===== src/rtl/imem_loader_pkg.sv =====
// rtl/imem_loader_pkg.sv - shared loader state encodings and default parameters
package imem_loader_pkg;

    localparam int          DEF_ADDR_W    = 8;
    localparam int          DEF_MAX_WORDS = 64;
    localparam logic [7:0]  DEF_SYNC_BYTE = 8'hA5;

    typedef enum logic [2:0] {
        ST_IDLE  = 3'd0,
        ST_LEN   = 3'd1,
        ST_DATA  = 3'd2,
        ST_CKSUM = 3'd3,
        ST_DONE  = 3'd4,
        ST_ERR   = 3'd5
    } state_e;

    // The loader takes bytes in every state except the two terminal ones.
    function automatic logic state_accepts(input state_e st);
        return (st == ST_IDLE) || (st == ST_LEN) || (st == ST_DATA) || (st == ST_CKSUM);
    endfunction

endpackage


===== src/rtl/imem_word_pack.sv =====
// rtl/imem_word_pack.sv - packs strobed bytes into little-endian 32-bit words
module imem_word_pack (
    input  logic        clk,
    input  logic        rst,
    input  logic        clr,
    input  logic [7:0]  in_byte,
    input  logic        strobe,
    output logic [31:0] word,
    output logic        word_valid
);

    logic [1:0]  lane_q, lane_d;
    logic [23:0] data_q, data_d;

    // The fourth byte bypasses the register so the word is available on its handshake.
    assign word       = {in_byte, data_q};
    assign word_valid = strobe && (lane_q == 2'd3);

    always_comb begin
        lane_d = lane_q;
        data_d = data_q;
        if (clr) begin
            lane_d = 2'd0;
            data_d = 24'd0;
        end else if (strobe) begin
            lane_d = lane_q + 2'd1;
            case (lane_q)
                2'd0:    data_d[7:0]   = in_byte;
                2'd1:    data_d[15:8]  = in_byte;
                2'd2:    data_d[23:16] = in_byte;
                default: data_d        = data_q;
            endcase
        end
    end

    always_ff @(posedge clk) begin
        if (rst) begin
            lane_q <= 2'd0;
            data_q <= 24'd0;
        end else begin
            lane_q <= lane_d;
            data_q <= data_d;
        end
    end

endmodule


===== src/rtl/imem_loader.sv =====
// rtl/imem_loader.sv - boot-time instruction memory loader; LOADER_CKSUM_EN adds a trailing checksum byte
module imem_loader
    import imem_loader_pkg::*;
#(
    parameter int         ADDR_W    = DEF_ADDR_W,
    parameter int         MAX_WORDS = DEF_MAX_WORDS,
    parameter logic [7:0] SYNC_BYTE = DEF_SYNC_BYTE
) (
    input  logic              clk,
    input  logic              rst,
    input  logic [7:0]        in_data,
    input  logic              in_valid,
    output logic              in_ready,
    input  logic              load_req,
    output logic              wr_en,
    output logic [ADDR_W-1:0] wr_addr,
    output logic [31:0]       wr_data,
    output logic              cpu_hold,
    output logic              done,
    output logic              err
);

    localparam int CNT_W = $clog2(MAX_WORDS + 1);

    state_e             state_q, state_d;
    logic [CNT_W-1:0]   word_idx_q, word_idx_d;
    logic [CNT_W-1:0]   len_q, len_d;
    logic               wr_en_q, wr_en_d;
    logic [ADDR_W-1:0]  wr_addr_q, wr_addr_d;
    logic [31:0]        wr_data_q, wr_data_d;
`ifdef LOADER_CKSUM_EN
    logic [7:0]         cksum_q, cksum_d;
`endif

    logic               xfer;
    logic               pack_strobe;
    logic               pack_clr;
    logic [31:0]        pack_word;
    logic               pack_valid;
    logic [ADDR_W-1:0]  idx_ext;

    assign in_ready    = state_accepts(state_q);
    assign xfer        = in_valid && in_ready;
    assign pack_strobe = xfer && (state_q == ST_DATA);
    // Any exit from DATA drops a partial word.
    assign pack_clr    = (state_q != ST_DATA);
    assign idx_ext     = ADDR_W'(word_idx_q);

    assign wr_en    = wr_en_q;
    assign wr_addr  = wr_addr_q;
    assign wr_data  = wr_data_q;
    assign done     = (state_q == ST_DONE);
    assign err      = (state_q == ST_ERR);
    assign cpu_hold = (state_q != ST_DONE);

    imem_word_pack u_pack (
        .clk        (clk),
        .rst        (rst),
        .clr        (pack_clr),
        .in_byte    (in_data),
        .strobe     (pack_strobe),
        .word       (pack_word),
        .word_valid (pack_valid)
    );

    always_comb begin
        state_d    = state_q;
        word_idx_d = word_idx_q;
        len_d      = len_q;
        wr_en_d    = 1'b0;
        wr_addr_d  = wr_addr_q;
        wr_data_d  = wr_data_q;
`ifdef LOADER_CKSUM_EN
        cksum_d    = cksum_q;
`endif
        case (state_q)
            ST_IDLE: begin
                if (xfer && (in_data == SYNC_BYTE)) begin
                    state_d = ST_LEN;
`ifdef LOADER_CKSUM_EN
                    cksum_d = 8'd0;
`endif
                end
            end
            ST_LEN: begin
                if (xfer) begin
                    if ((in_data == 8'd0) || (int'(in_data) > MAX_WORDS)) begin
                        state_d = ST_ERR;
                    end else begin
                        len_d      = CNT_W'(in_data);
                        word_idx_d = '0;
                        state_d    = ST_DATA;
                    end
                end
            end
            ST_DATA: begin
`ifdef LOADER_CKSUM_EN
                if (pack_strobe) begin
                    cksum_d = cksum_q + in_data;
                end
`endif
                if (pack_valid) begin
                    wr_en_d    = 1'b1;
                    wr_data_d  = pack_word;
                    wr_addr_d  = idx_ext << 2;
                    word_idx_d = word_idx_q + 1'b1;
                    if (word_idx_q == len_q - 1'b1) begin
`ifdef LOADER_CKSUM_EN
                        state_d = ST_CKSUM;
`else
                        state_d = ST_DONE;
`endif
                    end
                end
            end
            ST_CKSUM: begin
`ifdef LOADER_CKSUM_EN
                if (xfer) begin
                    state_d = (in_data == cksum_q) ? ST_DONE : ST_ERR;
                end
`else
                state_d = ST_IDLE;
`endif
            end
            ST_DONE, ST_ERR: begin
                if (load_req) begin
                    state_d = ST_IDLE;
                end
            end
            default: state_d = ST_IDLE;
        endcase
    end

    always_ff @(posedge clk) begin
        if (rst) begin
            state_q    <= ST_IDLE;
            word_idx_q <= '0;
            len_q      <= '0;
            wr_en_q    <= 1'b0;
            wr_addr_q  <= '0;
            wr_data_q  <= 32'd0;
`ifdef LOADER_CKSUM_EN
            cksum_q    <= 8'd0;
`endif
        end else begin
            state_q    <= state_d;
            word_idx_q <= word_idx_d;
            len_q      <= len_d;
            wr_en_q    <= wr_en_d;
            wr_addr_q  <= wr_addr_d;
            wr_data_q  <= wr_data_d;
`ifdef LOADER_CKSUM_EN
            cksum_q    <= cksum_d;
`endif
        end
    end

endmodule


===== config.mk =====
export PLATFORM = sky130hd
export DESIGN_NAME = imem_loader
export DESIGN_NICKNAME = d
export VERILOG_FILES = /design/src/rtl/imem_loader_pkg.sv /design/src/rtl/imem_word_pack.sv /design/src/rtl/imem_loader.sv
export SDC_FILE = /design/constraint.sdc
export NUM_CORES = 1
export LEC_CHECK = 0
export ABC_AREA = 1
export CAP_MARGIN = 20
export CORE_MARGIN = 2
export CORE_UTILIZATION = 40
export DETAILED_ROUTE_END_ITERATION = 10
export GPL_TIMING_DRIVEN = 0
export PLACE_DENSITY = 0.62
export SYNTH_ARGS = -nofsm -noshare
export SYNTH_HDL_FRONTEND = slang
export SYNTH_SLANG_ARGS = --single-unit
export TNS_END_PERCENT = 20

===== constraint.sdc =====
create_clock -name clk -period 2 [get_ports clk]
set_input_delay 0.6 -clock clk [delete_from_list [all_inputs] [get_ports clk]]
set_output_delay 0.6 -clock clk [all_outputs]
set_load 0.02 [all_outputs]

# [After elaboration in Yosys (flattened, before gate mapping)]
# Index checks and enable logic that the tools add are counted.
[classes] n_bitwise=2 n_eq_ne=18 n_addsub=3 muxes=12 order_cmp=1 reduce_logical=22
[ops] cell="$mux 7" count=3
[ops] cell="$mux 3" count=6
[ops] cell="$pmux 7 s2" count=1
[ops] cell="$pmux 3 s4" count=1
[ops] cell="$eq 8x8->1 const B" count=1
[ops] cell="$gt 8x7->1 const B" count=1
[ops] cell="$logic_not 8->1" count=1
[ops] cell="$ne 2x2->1 const B" count=4
[ops] cell="$reduce_and 2->1" count=4
[ops] cell="$add 7x1->7 const B" count=1
[ops] cell="$eq 7x7->1" count=1
[ops] cell="$sub 7x1->7 const B" count=1
[ops] cell="$eq 3x2->1 const B" count=2
[ops] cell="$eq 3x3->1 const B" count=2
[ops] cell="$reduce_or 2->1" count=3
[ops] cell="$reduce_and 5->1" count=1
[ops] cell="$eq 2x2->1 const B" count=2
[ops] cell="$logic_and 1x1->1" count=4
[ops] cell="$logic_or 1x1->1" count=4
[ops] cell="$ne 2x1->1 const B" count=2
[ops] cell="$reduce_and 4->1" count=1
[ops] cell="$eq 3x1->1 const B" count=1
[ops] cell="$logic_not 3->1" count=1
[ops] cell="$ne 3x2->1 const B" count=1
[ops] cell="other kinds (8)" count=9
[word_totals] ff_bits=82 output_inout_bits=45 inputBits=12

# [Depth between registers and ports, before layout]
# Gate-level depths: netlist (run 1).
[logic_depth] word_depth=9 ltp_mapped=13 mapped_depth_nobuf=13

# [Cells and area by module]
# From an unflattened synthesis (run 1), not the netlist that was laid out.
[hier_totals] cells_unflattened=538 area_unflattened_um2=3799.9
[modules_own_cells] module="imem_loader" area_each_um2=2518.7 n_inst=1 seq_area_each_um2=1121.1 cells_per_inst=358
[modules_own_cells] module="imem_word_pack" area_each_um2=1281.2 n_inst=1 seq_area_each_um2=520.5 cells_per_inst=180

# [Worst setup path after synthesis (run 1)]
# No wires, ideal clock.
[synth_timing] path_type="input to register" start="in in_data[2]" end="reg len_q[6]" slack_ns=0.328 path_stages=10 setup_ns=0.128 arrival_ns=1.544 path_cell_list="buf_2 nor2_1 nand4_1 nand2_1 nand2_1 nand2_2 nand3_2 buf_6 a21oi_2 nor2_1"
[synth_via] elab_chain_cells=4 elab_cells_between_ends=5 classes_between="order compare: 1; bitwise: 1; reduce/logical: 3"
[synth_lines] element="start, declared" line_no="imem_loader.sv:11" text="input logic [7:0] in_data,"
[synth_lines] element="$gt 8x7->1 or $logic_not 8->1 (tied branches)" line_no="imem_loader.sv:87" text="if ((in_data == 8'd0) || (int'(in_data) > MAX_WORDS)) begin"
[synth_lines] element="$logic_or 1x1->1 *" line_no="imem_loader.sv:87"
[synth_lines] element="$not 1->1 (no source line) *"
[synth_lines] element="$reduce_and 3->1 (no source line) *"
[synth_lines] element="end signal, assigned" line_no="imem_loader.sv:148" text="len_q <= len_d;"
[synth_lines] element="end, declared" line_no="imem_loader.sv:27" text="logic [CNT_W-1:0] len_q, len_d;"
# Mark *: on every way between the ends. The rest lies on a longest branch, timed or not.
# A chain may end at the register's enable or synchronous reset.

# [Final worst setup path (run 1)]
[layout_timing] start="reg wr_data_q[30], in the netlist wr_data[30]" end="out wr_data[30]"
[layout_lines] element="start, declared" line_no="imem_loader.sv:30" text="logic [31:0] wr_data_q, wr_data_d;"
[layout_lines] element="start signal, assigned" line_no="imem_loader.sv:151" text="wr_data_q <= wr_data_d;"
[layout_lines] element="end, declared" line_no="imem_loader.sv:17" text="output logic [31:0] wr_data,"
# No word-level cell between the ends.

==> results summary, run 1 <==
The highest ir drop seen on vdd is 360 uV. In the post-synthesis netlist, the biggest area contributors are sky130_fd_sc_hd__dfxtp_1, sky130_fd_sc_hd__nor2_1, sky130_fd_sc_hd__nand2_1. CTS saw slightly above 80 sinks. The fraction of layout instances using a drive strength above 1 is about a tenth. The number of pins exceeding their max-slew limit in the final report is 0. The die outline area came out at 0.00971 mm2. The combinational share of power came out at 28.3%. The final cell count without fillers came out at 664.

The final layout contains 569 nets. Setup repair after global routing left no endpoint under its margin. The switching power total is ~1.5 mW. The number of cells traversed by the worst hold path came out at 2. The top cell family by delay on the critical path is buffers and inverters. The maximum operating frequency is 0.517 GHz. The worst clock skew on the final layout came out at 0.0106 ns.

The final hold violation count is 0. The layout-stage area growth over the synthesis result is 24.2%. The flip-flop and latch area came out at 0.00164 mm2. The via count of the first global-routing pass is 3058. The flow ran to the end, and the final reports show no timing, DRC or antenna violations.

The clock power share is 31.0%. In this run the mean area of a mapped cell was 7.33 um2. The proportion of power drawn by flip-flops and latches is 40.7%. The path with the worst hold slack has its endpoint at u_pack.data_q[2].

The number of buffers and inverters on the critical path is 1. The effective utilization at floorplan is between 40% and 50%. 57 I/O pins were placed. The number of synthesized register bits is 82. CTS built an H-tree with a depth of 3. The depth of the worst register-to-register path is 9. The clock reaches the later pin of the worst-skew pair after 0.36 ns. The required arrival time at the worst endpoint came out at 1.40 ns.

The mean routed wirelength per cell came out at 13.2 um. The internal power component came out at 2.83 mW. The core area is 0.00868 mm2. Power comes to 4.37 mW. The final critical path takes up 96.8% of the cycle. In this run the critical register-to-register path is captured at wr_data[31].

The minimum clock period came out at 1.94 ns. After synthesis, the netlist uses 30 different library cells. Among all stages on the critical path, the largest delay is contributed by sky130_fd_sc_hd__clkdlybuf4s50_1.

The critical path's largest stage delay came out at 0.62 ns. In this run the cell area measured after placement is between 0.004 and 0.005 mm2. The power per cell area came out at 984 mW/mm2. Wires add up to 8790 um. The largest net degree at the start of global routing came out at 16. The instance count of the mapped netlist came out at slightly below 500. Across the run, the number of max-cap violations was 0. The element type at the critical path start is a register. The via total after detailed routing came out at 3277. The y dimension of the die came out at about 99 um.

At the worst endpoint, the arrival time is 1.34 ns. The number of vias per cell is between 4 and 5. The global-route usage over all layers came out at 18.5%. The final HPWL from detailed placement came out at 6300 um.

The first-pass GRT wire length came out at between 10000 and 15000 um. The remaining antenna violation count is 0. The layout has roughly 900 filler cells. Summed over its instances, the top area cell type makes up 45.9% of the synthesized netlist area. For this run, design rule violations remaining after detail routing come to 0. The worst hold path startpoint is u_pack.data_q[2]. The clock slew at the register clock pins of the worst setup and hold paths came out at 0.09 ns. The cell sitting at the root of the clock tree is a sky130_fd_sc_hd__clkbuf_8.

The biggest area contributor in the post-synthesis netlist is sky130_fd_sc_hd__dfxtp_1. The number of antenna violations at the first check in global routing is 0. Of the total power, the share spent switching nets is 35.2%. The antenna diode count came out at 0.

The site row count came out at 34. The worst hold path belongs to the class reg2reg. In this run the register-to-register setup slack is 0.28 ns.

Along the worst path, the maximum fanout reaches 2. Summing all multi-input logic gate instances after layout gives 0.00168 mm2. The library cell used most frequently in the layout, excluding fill and tap cells, is sky130_fd_sc_hd__nor2_1.

The top cell types in the final layout, fill and taps aside, are sky130_fd_sc_hd__nor2_1, sky130_fd_sc_hd__nand2_1, sky130_fd_sc_hd__dfxtp_1, sky130_fd_sc_hd__a21oi_1, sky130_fd_sc_hd__clkdlybuf4s50_1. TritonCTS built the clock tree. The leakage power figure is 1.91 nW. The total grt overflow is 0. Post-CTS timing repair inserted 0 buffers for setup. The post-synthesis cell area is 0.00358 mm2.

The worst setup path is of the reg2out kind. The number of buffers added by the clock tree synthesis step came out at 9. The number of instances in the placed design came out at 648.

The sequential cell area fraction in the yosys report is between 40% and 50%. Summing all non-filler instances in the final layout gives an area of 0.00444 mm2. The floorplan step set the die width to 98.6 um. The initial detailed-routing violation count is 148.

The critical path goes through clkdlybuf4s50_1. The number of port buffers came out at 51. The number of warnings issued by yosys is 0. The placer's final routability congestion estimate came out at 0.882. The start of the worst register-to-register path is state_q[0]. The deepest clock path buffer count is 2. The number of optimization iterations in the first detailed-route pass is 4.

The element type at the critical path end is a primary output. The setup violation total in the final timing report came out at 0.
-- area by class of cell --
cell class	instances	share of cell area, %
inverter	33	2.85
tap	108	3.04
buffer	25	3.01
clock inverter	7	2.23
multi-input combinational	349	37.8
sequential	82	37.0
timing repair buffer	51	11.3
clock buffer	9	2.79
-- cell families after synthesis --
family	synth area share [%]
flip-flops	45.9
AND/OR/NAND/NOR	29.1
other	0.105
buffers and inverters	7.28
XOR/XNOR	2.20
adder cells (fa/ha/maj)	2.10
AO/OA/AOI/OAI	13.3
-- flip-flops by register name, indices dropped and copies added, names as in the netlist --
| name | count |
|---|---|
| wr_data | 32 |
| u_pack.data_q | 24 |
| len_q | 7 |
| word_idx_q | 7 |
| wr_addr | 6 |
| state_q | 3 |
| u_pack.lane_q | 2 |
| wr_en | 1 |
-- per-layer routing --
metal / up-vias / global-route usage, % / wire (um)
met2: 64 / 30.8 / 4150
met5: - / 0 / 0
met3: 13 / 3.55 / 317
met1: 1499 / 24.4 / 4160
met4: 0 / 5.37 / 151
li1: 1701 / - / -
-- synth_stat cells, drive strengths merged --
library cell,n
clkbuf,7
nand3b,2
dfxtp,82
inv,33
a21oi,47
xnor2,1
nand4,4
nand3,40
ha,6
nor2,99
xor2,8
a211oi,1
or2,2
buf,18
nand2,90
conb,1
o21ai,46
nor3,1
-- power by group through the flow --
stage	Sequential (mW)	Combinational, mW	Clock [mW]
3_3_place_gp	1.82	1.24	0
2_1_floorplan	1.80	0.974	0
5_1_grt	1.79	1.40	1.45
4_1_cts	1.78	1.24	1.39
3_5_place_dp	1.82	1.26	0
6_report	1.78	1.24	1.35
-- stage by stage --
| step | worst slack [ns] | TNS [ns] | utilization [%] | hold WS [ns] |
|---|---|---|---|---|
| final | 0.0643 | 0 | 51.2 | 0.464 |
| after CTS | -0.0138 | -0.0138 | 51.2 | 0.466 |
| after detailed placement | -0.509 | -22.74 | 48.7 | 0.453 |
| after global routing | 0.0211 | 0 | 51.2 | 0.486 |
| after floorplan | 0.328 | 0 | - | 0.441 |
| after global placement | -0.512 | -22.63 | 48.7 | 0.450 |
-- worst max-delay path by stage --
stage	from	to	slack, ns	cells past startpoint
3_5_place_dp	in_valid	wr_data[31]	-0.51	9
2_1_floorplan	in_data[2]	len_q[6]	0.33	10
5_1_grt	state_q[1]	err	0.02	4
3_3_place_gp	in_valid	wr_data[31]	-0.51	9
6_report	wr_data[30]	wr_data[30]	0.06	1
4_1_cts	in_data[6]	len_q[6]	-0.01	11
-- timing repair --
action,in CTS,in global routing
endpoints found under the setup margin,34,18
pin swaps,0,0
hold buffers,0,0
resized for setup,11,7
No activity file was read; power rests on OpenSTA's default activity.
==> run 2: changes to the inputs <==
--- a/config.mk
+++ b/config.mk
@@ -11,7 +11,7 @@
 export CORE_UTILIZATION = 40
 export DETAILED_ROUTE_END_ITERATION = 10
 export GPL_TIMING_DRIVEN = 0
-export PLACE_DENSITY = 0.62
+export PLACE_DENSITY = 0.67
 export SYNTH_ARGS = -nofsm -noshare
 export SYNTH_HDL_FRONTEND = slang
 export SYNTH_SLANG_ARGS = --single-unit
==> run 2 against run 1 <==
Critical path depth is the same; sequential power is essentially flat; clock-buffer cell count grew 3; die area is the same; critical path type unchanged; sequential share of layout area is essentially flat.
==> results summary, run 2 (synthesized netlist as in run 1, its figures left out) <==
The leakage power figure was 1.90 nW (-0.39%). The worst-case setup slack after placement is -0.480 ns (+0.0282 ns). The layout-stage area growth over the synthesis result is 24.2% (about the same). CTS placed an instance of sky130_fd_sc_hd__clkbuf_8 at the clock tree root. The number of pins exceeding their max-slew limit in the final report came out at 0 (unchanged). The net count of the finished layout came out at 569 (unchanged). The fraction of layout instances using a drive strength above 1 is 8.81% (-0.90 points). The critical path's largest stage delay is 0.62 ns (about the same).

The combinational share of power was 28.3% (about the same). The largest net degree at the start of global routing came out at 14 (-2). The worst register-to-register path ends at state_q[1]. The clock network latency to the later pin of the worst-skew pair was 0.35 ns (about the same).

The antenna diode count is 0 (unchanged). The horizontal extent of the die came to 98.6 um (unchanged). The run finished with clean final reports. The setup violation total in the final timing report came out at 0 (unchanged). The buffers plus inverters on the worst setup path was 1 (unchanged). The library cell used most frequently in the layout, excluding fill and tap cells, is sky130_fd_sc_hd__nor2_1. The global-route usage over all layers came out at 18.6% (+0.12 points).

The power per cell area came out at 974 mW/mm2 (-0.95%). The number of antenna violations at the first check in global routing came to 0 (unchanged). The final routed wirelength across all metal layers came out at 8680 um (-1.2%). The worst hold path begins at u_pack.data_q[21]. The flip-flop count of the largest register after layout came out at 32 (unchanged). Setup repair after global routing could not meet its margin everywhere. The worst clock skew on the final layout came to 0.00700 ns (-0.00362 ns).

In the layout the commonest cells are sky130_fd_sc_hd__nor2_1, sky130_fd_sc_hd__nand2_1, sky130_fd_sc_hd__dfxtp_1, sky130_fd_sc_hd__a21oi_1, sky130_fd_sc_hd__clkdlybuf4s50_1. The termination of the worst setup path is wr_data[30]. The clock slew at the register clock pins of the worst setup and hold paths came out at 0.08 ns (about the same). The number of clock sinks seen by CTS came out at 82 (unchanged). The proportion of power drawn by flip-flops and latches was 41.1% (+0.4 points). The minimum clock period came out at 1.93 ns (-0.00123 ns). The via total after detailed routing came out at 3297 (+0.61%).

The y dimension of the die was 98.6 um (unchanged). The combined area of the multi-input logic cells is 0.00168 mm2 (-0.15%). The number of vias per cell came out at 4.97 (+0.61%).

The maximum operating frequency came to 0.517 GHz (about the same). The remaining antenna violation count came out at 0 (unchanged). Traced cell by cell, the critical path runs through clkdlybuf4s50_1. The total negative slack was 0 ns (unchanged). The clock power share came out at 30.6% (-0.4 points).

The element type at the critical path start is a register. The total grt overflow came out at 0 (unchanged). The number of port buffers came to 51 (unchanged). The class of the worst hold path is reg2reg. The worst register-to-register path begins at len_q[0]. The site row count came out at 34 (unchanged). The via count of the first global-routing pass is 3133 (+2.5%). The switching part of the total came out at 33.9% (-1.3 points). The CTS tree is done. The flip-flop and latch area is 0.00164 mm2 (unchanged). The number of filler instances in the final layout came to 890 (-0.89%). The required arrival time at the worst endpoint came out at 1.40 ns (about the same).

The die outline area came out at 0.00971 mm2 (unchanged). The element type at the critical path end is a primary output. The switching power total is 1.47 mW (-4.7%).

The initial detailed-routing violation count is 162 (+9.5%). The post-route fraction of the period consumed by the critical path came out at 96.7% (about the same). The deepest clock path buffer count is 2 (unchanged). The final HPWL from detailed placement is 6320 um (+0.33%). The first-pass GRT wire length came out at 14700 um (+1.3%).

The number of buffers added by the clock tree synthesis step came to 9 (unchanged). The internal power component came out at 2.86 mW (+1.1%). The final hold violation count came out at 0 (unchanged).

The critical-path maximum fanout is 2 (unchanged). In this design, the largest share of critical-path delay is due to buffers and inverters. The number of H-tree branching levels came out at 3 (unchanged).

The smallest setup slack after layout was 0.0656 ns (+0.00123 ns). The I/O pin total came out at 57 (unchanged). The start-to-end type of the worst setup path is reg2out. The DRC violation count after routing came out at 0 (unchanged). The max-capacitance violation count came out at 0 (unchanged).

The reg-to-reg setup timing slack is 0.30 ns (+0.02 ns). The largest individual stage delay along the critical path comes from the cell sky130_fd_sc_hd__clkdlybuf4s50_1. The highest ir drop seen on vdd was 455 uV (+26%). The number of optimization iterations in the first detailed-route pass came out at 5 (+1).

The data arrival time of the worst path is 1.33 ns (about the same). The effective utilization at floorplan was 41.2% (unchanged). The mean routed wirelength per cell came out at 13.1 um (-1.2%). The origin of the worst setup path is wr_data[30]. The core area came to 0.00868 mm2 (unchanged). The placer's final routability congestion estimate is 0.937 (+6.3%).

The depth of the worst register-to-register path came out at 10 (+1). The total number of cells along the worst setup path came to 1 (unchanged).
==> run 2: cell count changes in the layout (fill, tap and decap cells not counted), moves of 2 or more <==
cell / previous run / this run
sky130_fd_sc_hd__dlygate4sd2_1: 5 / 8
sky130_fd_sc_hd__clkbuf_1: 7 / 9
sky130_fd_sc_hd__clkbuf_2: 2 / 0
sky130_fd_sc_hd__inv_6: 2 / 0
==> run 2: stage by stage <==
step | hold slack (ns) | cell area [um2] | power [mW] | std cells | utilization, %
2_1_floorplan | 0.441 | 3580 | 2.78 | 489 | -
3_3_place_gp | 0.450 | 4230 | 3.04 | 648 | 48.7
3_5_place_dp | 0.453 | 4230 | 3.06 | 648 | 48.7
4_1_cts | 0.465 | 4430 | 4.36 | 664 | 51.1
5_1_grt | 0.486 | 4440 | 4.62 | 664 | 51.2
6_report | 0.465 | 4440 | 4.33 | 664 | 51.2
==> run 2: layer usage <==
layer  share of wire [%]  GRT usage [%]  wire length [um]  vias to the layer above
met5                   0              0                 0                        -
li1                    -              -                 -                     1701
met1                  47           23.3              4040                     1507
met3                 4.0           4.26               347                       16
met2                  47           31.4              4120                       73
met4                 2.1           6.64               179                        0
==> run 2: timing repair <==
item | CTS | global route
gates resized for setup | 10 | 3
endpoints found under the setup margin | 42 | 11
endpoints found under the hold margin | 0 | 0
buffers inserted | 0 | 0
hold buffers | 0 | 0
==> run 2: worst min-delay path by stage <==
stage / slack, ns / cells past startpoint / end
floorplan: 0.44 / 2 / u_pack.data_q[10]
global placement: 0.45 / 2 / u_pack.data_q[19]
detailed placement: 0.45 / 2 / u_pack.data_q[1]
CTS: 0.47 / 2 / u_pack.data_q[1]
global route: 0.49 / 2 / u_pack.data_q[0]
finish: 0.47 / 2 / u_pack.data_q[21]
==> run 2: power by group through the flow <==
stage | clock network (mW) | registers (mW) | logic, mW
6_report | 1.33 | 1.78 | 1.22
5_1_grt | 1.42 | 1.79 | 1.41
4_1_cts | 1.35 | 1.78 | 1.22
3_5_place_dp | 0 | 1.82 | 1.24
3_3_place_gp | 0 | 1.82 | 1.23
2_1_floorplan | 0 | 1.80 | 0.974
==> run 2: final cells by class <==
type                            count  share of cell area, %
Multi-Input combinational cell    349                   37.8
Buffer                             25                   3.01
Sequential cell                    82                   37.0
Timing Repair Buffer               51                   11.4
Clock inverter                      4                   1.69
Inverter                           33                   2.85
Clock buffer                       12                   3.27
Tap cell                          108                   3.04
